--- src/rtl/counter_pkg.sv ---
`default_nettype none
// ============================================================================
// Module      : counter_pkg
// Description : Shared definitions for the timer/sequencer counters: the
//               down-counter state encoding and the default counter width
//               used by both the up-counter and the countdown timer.
// Revision    : 1.0 - initial release
// ============================================================================
package counter_pkg;

    // Default counter/load width shared by the counter family.
    localparam int C_DEFAULT_WIDTH = 4;

    // Countdown timer state encoding.
    typedef enum logic [1:0] {
        IDLE = 2'd0,
        RUN  = 2'd1,
        DONE = 2'd2
    } state_t;

endpackage : counter_pkg
`default_nettype wire

--- src/rtl/countdown_timer.sv ---
`default_nettype none
// ============================================================================
// Module      : countdown_timer
// Description : Synchronous loadable down-counter with a one-cycle
//               terminal-count pulse and optional auto-reload.
//               Command priority on every edge: abort > start > pause > count.
// Ports       : clock       - rising-edge clock
//               reset       - asynchronous active-high reset
//               start       - load load_value and begin counting
//               abort       - stop counting, return to IDLE, clear Q
//               pause       - hold the count while in RUN
//               auto_reload - at terminal count, reload and keep running
//               load_value  - start value, sampled with start
//               Q           - current count (registered)
//               tc          - terminal-count pulse (registered)
//               busy        - high while in RUN (registered)
// Revision    : 1.0 - initial release
// ============================================================================
module countdown_timer
    import counter_pkg::*;
#(
    parameter int WIDTH = C_DEFAULT_WIDTH
) (
    input  logic             clock,
    input  logic             reset,
    input  logic             start,
    input  logic             abort,
    input  logic             pause,
    input  logic             auto_reload,
    input  logic [WIDTH-1:0] load_value,
    output logic [WIDTH-1:0] Q,
    output logic             tc,
    output logic             busy
);

    state_t           r_state;
    logic [WIDTH-1:0] r_q;
    logic [WIDTH-1:0] r_reload;
    logic             r_tc;
    logic             r_busy;

    state_t           w_state_nxt;
    logic [WIDTH-1:0] w_q_nxt;
    logic [WIDTH-1:0] w_reload_nxt;
    logic             w_tc_nxt;
    logic             w_busy_nxt;

    // ------------------------------------------------------------------------
    // State and output registers
    // ------------------------------------------------------------------------
    always_ff @(posedge clock or posedge reset) begin
        if (reset) begin
            r_state  <= IDLE;
            r_q      <= '0;
            r_reload <= '0;
            r_tc     <= 1'b0;
            r_busy   <= 1'b0;
        end else begin
            r_state  <= w_state_nxt;
            r_q      <= w_q_nxt;
            r_reload <= w_reload_nxt;
            r_tc     <= w_tc_nxt;
            r_busy   <= w_busy_nxt;
        end
    end

    // ------------------------------------------------------------------------
    // Next-state logic
    // ------------------------------------------------------------------------
    always_comb begin
        w_state_nxt  = r_state;
        w_q_nxt      = r_q;
        w_reload_nxt = r_reload;
        w_tc_nxt     = 1'b0;

        if (abort) begin
            // reload is deliberately kept across an abort
            w_state_nxt = IDLE;
            w_q_nxt     = '0;
        end else if (start) begin
            w_reload_nxt = load_value;
            if (load_value != '0) begin
                w_state_nxt = RUN;
                w_q_nxt     = load_value;
            end else begin
                // Zero load is an immediate terminal count; auto_reload
                // does not apply because we never enter RUN.
                w_state_nxt = DONE;
                w_q_nxt     = '0;
                w_tc_nxt    = 1'b1;
            end
        end else if (r_state == RUN && !pause) begin
            if (r_q != '0) begin
                // Decrement only from a non-zero count, so Q never wraps.
                w_q_nxt  = r_q - WIDTH'(1);
                w_tc_nxt = (r_q == WIDTH'(1));
            end else if (auto_reload) begin
                // Q = 0 cycle: auto_reload is sampled here, after the pulse.
                w_q_nxt = r_reload;
            end else begin
                w_state_nxt = DONE;
            end
        end

        // busy is registered from the state being entered so that it
        // changes on the same edge as the state itself.
        w_busy_nxt = (w_state_nxt == RUN);
    end

    assign Q    = r_q;
    assign tc   = r_tc;
    assign busy = r_busy;

endmodule : countdown_timer
`default_nettype wire
--- config.mk ---
export PLATFORM = sky130hd
export DESIGN_NAME = countdown_timer
export DESIGN_NICKNAME = d
export VERILOG_FILES = /design/src/rtl/counter_pkg.sv /design/src/rtl/countdown_timer.sv
export SDC_FILE = /design/constraint.sdc
export NUM_CORES = 1
export LEC_CHECK = 0
export ABC_CLOCK_PERIOD_IN_PS = 1900
export BUFFER_PORTS_ARGS = -buffer_cell sky130_fd_sc_hd__buf_2
export CAP_MARGIN = 15
export CORE_AREA = 3 3 55 57
export CTS_CLUSTER_DIAMETER = 150
export DETAILED_ROUTE_END_ITERATION = 10
export DIE_AREA = 0 0 58 60
export MAX_ROUTING_LAYER = met4
export PLACE_DENSITY = 0.44
export SYNTH_ARGS = -nofsm -noshare
export SYNTH_HDL_FRONTEND = slang
export SYNTH_SLANG_ARGS = --single-unit
--- constraint.sdc ---
create_clock -name clock -period 1.9 [get_ports clock]
set_input_delay 0.095 -clock clock [delete_from_list [all_inputs] [get_ports clock]]
set_output_delay 0.095 -clock clock [all_outputs]
set_load 0.02 [all_outputs]
Yosys cells after proc, flatten, opt, wreduce, memory -nomap -nowiden
Cells that the tools add are included.
{ "totals": {"ff_bits": 12, "in_bits": 10, "out_inout_bits": 6, "word_cells": 35} }
{ "op_classes": {"n_addsub": 1, "n_eq_ne": 3, "n_mux": 17, "bitwise": 1, "reduce_logical": 8} }
{ "op_table": {"columns": ["op", "n"], "rows": [
  ["2-to-1 mux 4 bit", 6],
  ["2-to-1 mux 2 bit", 6],
  ["nonzero test 4 bit", 3],
  ["2-to-1 mux 1 bit", 5],
  ["== test 2 x 1 -> 1 bit, second input constant", 2],
  ["== test 4 x 1 -> 1 bit, second input constant", 1],
  ["AND reduction 2 bit", 2],
  ["subtractor 4 x 1 -> 4 bit, second input constant", 1],
  ["nonzero test 3 bit", 1],
  ["logical AND 1 bit", 1],
  ["zero test 1 bit", 1],
  ["inverter 1 bit", 1]
]} }

Longest topological paths before layout
Gate-level depths: netlist of the first run.
{ "logic_depth": {"word_depth": 6, "depth_mapped": 6, "depth_no_buf": 6} }

Worst setup path before layout of the first run
Ideal clock, no wire load.
{ "synth_timing": {"kind": "register to register", "from": "register r_q[0] (netlist: Q[0])", "to": "register r_q[0] (netlist: Q[0])", "setup_ns": 0.104, "arrival_ns": 1.644, "required_time_ns": 1.796, "setup_slack_ns": 0.153, "path_stages_with_launch": 6, "n_path_buf": 0, "synth_period_minus_slack_ns": 1.747, "path_cell_list": "dfrtp_1 -> inv_1 -> ha_1 -> nor4b_4 -> o311a_4 -> o41ai_2"} }
{ "synth_between": {"elab_chain_len": 5, "elab_cells_between_ends": 8, "cone_classes": "add/sub: 1; mux: 4; reduce/logical: 3"} }
{ "synth_rtl": {"columns": ["item", "line_no", "source"], "rows": [
  ["start: declaration", "countdown_timer.sv:37", "logic [WIDTH-1:0] r_q;"],
  ["start signal: assignment", "countdown_timer.sv:60", "r_q <= w_q_nxt;"],
  ["subtractor 4 x 1 -> 4 bit or nonzero test 4 bit (tied branches)", "countdown_timer.sv:95, countdown_timer.sv:93", null],
  ["2-to-1 mux 4 bit", "countdown_timer.sv:93", "if (r_q != '0) begin"],
  ["2-to-1 mux 4 bit", "countdown_timer.sv:92", "end else if (r_state == RUN && !pause) begin"],
  ["2-to-1 mux 4 bit", "countdown_timer.sv:80", "end else if (start) begin"],
  ["2-to-1 mux 4 bit", "countdown_timer.sv:76", "if (abort) begin"]
]} }
Several ways; a longest one is shown, not always the timed one. The select of a mux whose other input is x is not followed.
A chain may end at the register's enable or synchronous reset.

Worst setup path in the final report of the first run
{ "layout_timing": {"from": "register r_q[1] (netlist: Q[1])", "to": "register r_q[3] (netlist: Q[3])"} }
Same word-level chain as after synthesis.

==> results of run 1 <==
==> worst paths after layout <==
check / from / end / slack, ns
max: Q[1] / Q[3] / 0.19
min: abort / tc / 0.08
max reg2reg: Q[1] / Q[3] / 0.19
min reg2reg: r_reload[1] / r_reload[1] / 0.51
max in group asynchronous: reset / r_reload[1] / 1.21
min in group asynchronous: reset / r_reload[3] / 0.37
==> sequential cells by signal, summed over array words and instances, names as in the netlist <==
signal    count
r_state       2
Q             4
busy          1
tc            1
r_reload      4
==> power groups by stage <==
stage                     Clock (uW)  Combinational, uW  Sequential [uW]
after floorplan                    0                128              335
after global placement             0                219              318
after detailed placement           0                217              317
after CTS                        160                219              312
after global routing             170                244              317
final                            156                218              314
==> layer usage <==
layer  GRT usage, %  up-vias
met5              -        -
met2           14.4       17
met3           3.24        4
met4           3.97        0
li1               -      293
met1           14.0      291
==> critical path, stage by stage, from the launching register on <==
cell and delay (ns):
dfrtp_1 0.42, inv_1 0.12, ha_1 0.25, nor4b_4 0.30, o311a_4 0.25, nor2_2 0.06, a22o_2 0.20
==> cells in the mapped netlist <==
master / instances / area share, %
o31ai_1: 1 / 1.0
nor3b_1: 3 / 3.1
a21oi_1: 2 / 1.4
nand2b_1: 3 / 2.6
a22o_2: 2 / 2.8
nor4b_4: 1 / 3.3
inv_1: 8 / 4.2
nor2_1: 4 / 2.1
clkbuf_1: 1 / 0.52
a31oi_1: 2 / 1.7
a211oi_1: 1 / 1.0
o21bai_1: 1 / 1.0
a22o_1: 1 / 1.2
nand3b_1: 1 / 1.0
nor4b_1: 2 / 2.4
a221oi_1: 1 / 1.2
nand4_1: 1 / 0.87
nand2_1: 6 / 3.1
mux2i_1: 1 / 1.4
nor4_1: 1 / 0.87
o41ai_2: 1 / 2.3
o311a_4: 1 / 3.0
ha_1: 3 / 5.2
dfrtp_1: 12 / 42
o21ai_0: 1 / 0.70
nor3_1: 2 / 1.4
nor2_2: 1 / 0.87
a311oi_1: 1 / 1.2
mux2_2: 4 / 6.3
==> metrics by stage <==
| stage | cell area, um^2 | cells | power, uW | hold WS (ns) | setup slack, ns |
|---|---|---|---|---|---|
| 2_1_floorplan | 717 | 69 | 464 | -0.0403 | 0.153 |
| 3_3_place_gp | 841 | 115 | 537 | 0.145 | 0.199 |
| 3_5_place_dp | 841 | 115 | 534 | 0.137 | 0.0951 |
| 4_1_cts | 873 | 119 | 691 | 0.0799 | 0.0820 |
| 5_1_grt | 878 | 119 | 731 | 0.102 | 0.0687 |
| 6_report | 878 | 119 | 688 | 0.0825 | 0.189 |
==> cells by family (layout without fill, tap and decap cells) <==
family / count (synthesis) / after routing / synth area share [%]
AO/OA/AOI/OAI: 15 / 15 / 18.7
adder cells (fa/ha/maj): 3 / 3 / 5.24
buffers and inverters: 9 / 29 / 4.71
flip-flops: 12 / 12 / 41.9
multiplexers: 5 / 5 / 7.68
AND/OR/NAND/NOR: 25 / 25 / 21.8
==> timing repair <==
| action | in CTS | in global routing |
|---|---|---|
| hold buffers | 1 | 0 |
| setup endpoints to repair | 0 | 2 |
| resized for setup | 0 | 1 |
| hold endpoints to repair | 12 | 0 |
==> cell type report <==
type	instances	area, um^2
clock buffer	3	22.5
tap	30	37.5
multi-input combinational	48	388
fill	277	1640
timing repair buffer	18	100
sequential	12	300
inverter	8	30.0
==> impl_metrics.ini, run 1 <==
[setup_path]
cp.arrival_ns = 1.88
cp_max_fo = 6
startpoint_type = register
critPathCaptureType = register
crit_type = register to register
ff2ff_path_depth = 6
worstPathRequired_ns = 2.07

[timing]
rsz0062_at_grt = false
hold_viol = 0
period_share_pct = 90.0
finalSetupViolations = 0
finalClockSkew_ns = 0.00286
fmax_mhz = 585
setup_tns_ns = 0
slew_headroom_pct = 68.8
final-max-slew-violation-count = 0
min_period_ns = 1.71
worst_pin_slew_ns = 0.467

[floorplanning]
core_mm2 = 0.00252
die_width_um = 58
die_y_um = 60
io_pins = 16
start_util_pct = 28.4
fp.dieArea_mm2 = 0.00348
rows = 18

[layout]
layout_common_cells = 15 x buf_2, 12 x dfrtp_1, 8 x inv_1
diodes = 0
final_common_cell = buf_2
nNetsFinal = 104
layout-drive-gt1-share_pct = 34.8
final_util_pct = 34.8
syn_to_final_growth_pct = 22.5

[placed_design]
portBuffers = 15
dp_hpwl_mm = 1.22
gp_congestion = 0.740

[clock_network]
cts_sinks = 12
htreeDepth = 1
tritoncts = yes
clockBufferDepth = 2
postCtsSetupBuffers = 0
clk_latency_ns = 0.27
cts-root-buf = clkbuf_4
numCtsBuffers = 3
clk_transition_reported_paths_ns = 0.07

[pwr]
combPwrFrac_pct = 31.7
ir_drop_mv = 0.359
p_seq_share_pct = 45.6
power_density_mw_per_mm2 = 784
power.static_leakage_uw = 0.000419
swShare_pct = 32.9
p_int_uw = 462
p_sw_uw = 227
clkPwrFrac_pct = 22.7

[synth]
yosys_warnings = 0
syn-cell-area_um2 = 717
synth_nets = 82
synth_seq_cells = 12
ys_seq_area_share_pct = 41.9
syn_area_per_cell_um2 = 10.4
ys_types = 29
syn_inst = 69

[route]
drt_first_iter_violations = 17
drt-wirelength-per-cell_um = 13.2
vias = 605
wl_met2_um = 676
via_per_inst = 5.08
wl_met3_um = 117
detail-route-antenna-nets = 0
drt_drc_violations_left = 0
wl_met1_um = 761
totalWireLength_mm = 1.57
top_layer = met4
drt_first_pass_iters = 4

[global_route]
grt_max_degree = 13
grt_first_pass_wirelength_mm = 2.66
grt_pass1_vias = 570
grt_antenna_before_repair = 0
grt_usage_pct = 10.4
grt-ovfl-total = 0

[min_path]
hold_class = input port to register
hold_depth = 2

[outcome]
status = completed

[flow_run]
drv_cap = 0
(Power assumes the default switching activity.)
==> run 2: changes to the inputs <==
--- a/config.mk
+++ b/config.mk
@@ -8,12 +8,12 @@
 export ABC_CLOCK_PERIOD_IN_PS = 1900
 export BUFFER_PORTS_ARGS = -buffer_cell sky130_fd_sc_hd__buf_2
 export CAP_MARGIN = 15
-export CORE_AREA = 3 3 55 57
+export CORE_AREA = 2 2 54 56
 export CTS_CLUSTER_DIAMETER = 150
 export DETAILED_ROUTE_END_ITERATION = 10
-export DIE_AREA = 0 0 58 60
+export DIE_AREA = 0 0 56 58
 export MAX_ROUTING_LAYER = met4
-export PLACE_DENSITY = 0.44
+export PLACE_DENSITY = 0.52
 export SYNTH_ARGS = -nofsm -noshare
 export SYNTH_HDL_FRONTEND = slang
 export SYNTH_SLANG_ARGS = --single-unit
==> impl_metrics.ini, run 2 (synthesis gave the netlist of run 1 again) <==
[outcome]
status = completed

[timing]
worst_pin_slew_ns = 0.475
period_share_pct = 91.8
fin_ws_ns = 0.156
final-max-slew-violation-count = 0
min_period_ns = 1.74
slew_headroom_pct = 68.3
fmax_mhz = 573
finalClockSkew_ns = 0.00660
rsz0062_at_grt = false
finalSetupViolations = 0
hold_viol = 0
setup_tns_ns = 0

[setup_path]
cp.arrival_ns = 1.91
crit_type = register to register
cp_slowest_cell = dfrtp_1
startpoint_type = register
worstPathRequired_ns = 2.07
critPathMaxStageDelay_ns = 0.42
critPathCaptureType = register
cp_max_fo = 6
cp_cell_sequence = inv_1 -> ha_1 -> nor4b_4 -> o311a_4 -> o41ai_2

[clock_network]
postCtsSetupBuffers = 0
numCtsBuffers = 3
clk_latency_ns = 0.28
tritoncts = yes
htreeDepth = 1
clockBufferDepth = 2
cts_sinks = 12
cts-root-buf = clkbuf_4
clk_transition_reported_paths_ns = 0.08

[placed_design]
postPlaceCellArea_um2 = 842
dp_hpwl_mm = 1.28
gp_congestion = 0.775
pre_cts_ws_ns = 0.115
place_inst = 116
portBuffers = 15

[route]
drt_first_pass_iters = 4
totalWireLength_mm = 1.63
via_per_inst = 5.11
drt_first_iter_violations = 11
detail-route-antenna-nets = 0
drt_drc_violations_left = 0
drt-wirelength-per-cell_um = 13.6
vias = 613

[layout]
final_util_pct = 33.0
syn_to_final_growth_pct = 22.7
nNetsFinal = 104
final_common_cell = buf_2
diodes = 0
stdcell_count = 120
fin_area_um2 = 880
layout-drive-gt1-share_pct = 34.8
layout_common_cells = 15 x buf_2, 12 x dfrtp_1, 8 x inv_1

[min_path]
hold_class = input port to register

[global_route]
grt-ovfl-total = 0
grt_antenna_before_repair = 0
grt_pass1_vias = 534
grt_max_degree = 13
grt_usage_pct = 11.0
grt_first_pass_wirelength_mm = 2.64

[pwr]
power.static_leakage_uw = 0.000419
ir_drop_mv = 0.352
power_density_mw_per_mm2 = 788

[floorplanning]
die_width_um = 56
core_mm2 = 0.00266
die_y_um = 58
fp.dieArea_mm2 = 0.00325
start_util_pct = 26.9
io_pins = 16
rows = 19

[flow_run]
drv_cap = 0
[run 2: path summary, 6_finish.rpt]
path                                to  slack [ns]  cells after the start        start
setup reg to reg                  Q[0]        0.16                      5         Q[1]
min in group asynchronous  r_reload[3]        0.36                      3        reset
setup / recovery                  Q[0]        0.16                      5         Q[1]
max in group asynchronous   r_state[0]        1.21                      3        reset
hold / removal                      tc        0.07                      2        abort
hold reg to reg            r_reload[3]        0.51                      1  r_reload[3]
[run 2: area by class of cell]
class,instances,area (um^2)
Clock buffer,3,22.5
Fill cell,290,1780
Tap cell,31,38.8
Timing Repair Buffer,18,100
Sequential cell,12,300
Multi-Input combinational cell,48,388
Inverter,8,30.0
[run 2: report_power, final]
part / internal (uW) / leakage, uW / switching, uW / total [uW]
clock network: 73.5 / 0.0000138 / 86.3 / 160
registers: 285 / 0.000151 / 28.8 / 314
logic: 103 / 0.000255 / 116 / 219
[run 2: worst max-delay path, delay by kind of cell (launching register included)]
kind	cells	cell delay [ns]
adders and majority gates	1	0.24
DFF	1	0.42
AOI/OAI and AO/OA	2	0.71
and+or+nand+nor	1	0.17
buffers and inverters	1	0.10
[run 2: per-stage QoR]
stage	hold WS [ns]	power (uW)
2_1_floorplan	-0.0403	464
3_3_place_gp	0.140	534
3_5_place_dp	0.139	537
4_1_cts	0.0699	699
5_1_grt	0.0659	742
6_report	0.0749	693
[run 2: metal layers]
| metal | share of wire [%] | GRT usage, % | vias up |
|---|---|---|---|
| li1 | - | - | 293 |
| met1 | 47 | 14.3 | 297 |
| met2 | 46 | 15.8 | 16 |
| met3 | 3.5 | 1.79 | 7 |
| met4 | 3.8 | 7.48 | 0 |
| met5 | 0 | - | - |
[run 2: repair_timing]
item | CTS | global route
resized for setup | 0 | 1
endpoints found under the setup margin | 0 | 2
hold buffers | 1 | 0
hold endpoints to repair | 12 | 0
==> run 3: changes to the inputs <==
--- a/config.mk
+++ b/config.mk
@@ -6,14 +6,16 @@
 export NUM_CORES = 1
 export LEC_CHECK = 0
 export ABC_CLOCK_PERIOD_IN_PS = 1900
-export BUFFER_PORTS_ARGS = -buffer_cell sky130_fd_sc_hd__buf_2
 export CAP_MARGIN = 15
 export CORE_AREA = 2 2 54 56
+export CTS_BUF_LIST = sky130_fd_sc_hd__clkbuf_8
 export CTS_CLUSTER_DIAMETER = 150
 export DETAILED_ROUTE_END_ITERATION = 10
 export DIE_AREA = 0 0 56 58
+export DONT_BUFFER_PORTS = 1
+export HOLD_SLACK_MARGIN = 0.1
 export MAX_ROUTING_LAYER = met4
-export PLACE_DENSITY = 0.52
+export PLACE_DENSITY = 0.46
 export SYNTH_ARGS = -nofsm -noshare
 export SYNTH_HDL_FRONTEND = slang
 export SYNTH_SLANG_ARGS = --single-unit
==> impl_metrics.ini, run 3 (synthesis gave the netlist of run 1 again) <==
[outcome]
status = completed

[clock_network]
clk_transition_reported_paths_ns = 0.06
numCtsBuffers = 3
clk_latency_ns = 0.24
clockBufferDepth = 2
cts_sinks = 12
cts-root-buf = clkbuf_8
htreeDepth = 1
tritoncts = yes

[pwr]
clkPwrFrac_pct = 34.8
p_int_uw = 574
power_density_mw_per_mm2 = 888
power.static_leakage_uw = 0.000405
swShare_pct = 29.4
p_sw_uw = 240
combPwrFrac_pct = 25.3
ir_drop_mv = 0.544
p_seq_share_pct = 39.8

[layout]
final_common_cell = dfrtp_1
final_util_pct = 34.4
layout_common_cells = 12 x dfrtp_1, 8 x inv_1, 7 x dlygate4sd3_1
nNetsFinal = 97
diodes = 0
layout-drive-gt1-share_pct = 24.1
fin_area_um2 = 916
syn_to_final_growth_pct = 27.7

[route]
drt_first_pass_iters = 4
totalWireLength_mm = 1.71
vias = 573
drt_first_iter_violations = 10
drt-wirelength-per-cell_um = 15.0
detail-route-antenna-nets = 0
drt_drc_violations_left = 0
via_per_inst = 5.03

[timing]
period_share_pct = 93.4
slew_headroom_pct = 67.9
fmax_mhz = 564
rsz0062_at_grt = false
finalClockSkew_ns = 0.00119
hold_viol = 0
final-max-slew-violation-count = 0
min_period_ns = 1.77
setup_tns_ns = 0
worst_pin_slew_ns = 0.482
finalSetupViolations = 0

[placed_design]
gp_congestion = 0.724
dp_hpwl_mm = 1.29
portBuffers = 0
postPlaceCellArea_um2 = 782

[setup_path]
cp.arrival_ns = 1.90
worstPathRequired_ns = 2.02
crit_type = register to register
startpoint_type = register
cp_max_fo = 6
critPathCaptureType = register

[floorplanning]
rows = 19
fp.dieArea_mm2 = 0.00325
die_y_um = 58
start_util_pct = 26.9
core_mm2 = 0.00266
io_pins = 16
die_width_um = 56

[flow_run]
drv_cap = 0

[global_route]
grt-ovfl-total = 0
grt_max_degree = 13
grt_first_pass_wirelength_mm = 2.83
grt_usage_pct = 12.0
grt_antenna_before_repair = 0
grt_pass1_vias = 590

[min_path]
hold_class = input port to register
run 3: through the flow:
step / hold WS, ns / setup WS [ns] / instances / total power [uW]
global route: 0.117 / 0.0432 / 114 / 864
floorplan: -0.0403 / 0.153 / 69 / 464
global placement: 0.0350 / 0.287 / 103 / 523
detailed placement: 0.0332 / 0.235 / 103 / 521
CTS: 0.111 / 0.0271 / 114 / 821
finish: 0.116 / 0.126 / 114 / 813
run 3: final cells by class:
type                       count  area [um^2]
tap                           31         38.8
sequential                    12          300
clock buffer                   4         55.1
inverter                       8         30.0
multi-input combinational     48          392
fill                         284         1750
timing repair buffer          11          100
run 3: routing by layer:
metal  part of all wire (%)  global-route usage [%]  routed length [um]  up-vias
li1                       -                       -                   -      279
met1                     48                    14.2                 819      278
met2                     46                    19.2                 791       12
met3                    4.3                    3.57                  73        4
met4                    1.6                    5.10                  27        0
met5                      0                       -                   0        -
run 3: power by group through the flow:
stage               Clock, uW  Combinational [uW]  Sequential, uW
global route              305                 230             329
CTS                       293                 204             324
floorplan                   0                 128             335
global placement            0                 195             328
detailed placement          0                 192             329
finish                    283                 206             324
run 3: worst paths after layout:
check	startpoint	depth (start not counted)	slack, ns	end
setup / recovery	Q[0]	6	0.13	tc
hold / removal	abort	2	0.12	Q[1]
setup reg to reg	Q[0]	6	0.13	tc
hold reg to reg	r_reload[2]	1	0.51	r_reload[2]
max in group asynchronous	reset	2	1.27	Q[0]
min in group asynchronous	reset	2	0.31	r_reload[0]
run 3: what timing repair did:
item | in CTS | in global routing
endpoints found under the hold margin | 21 | 0
hold buffers | 7 | 0
resized for setup | 0 | 2
buffers inserted | 0 | 0
setup endpoints to repair | 0 | 1
run 3: worst max-delay path, cell delays in order, from the launching register on:
cell	delay (ns)
dfrtp_1	0.37
buf_4	0.18
ha_1	0.19
nor4b_2	0.15
a21oi_1	0.16
nor3_1	0.05
dlygate4sd3_1	0.55
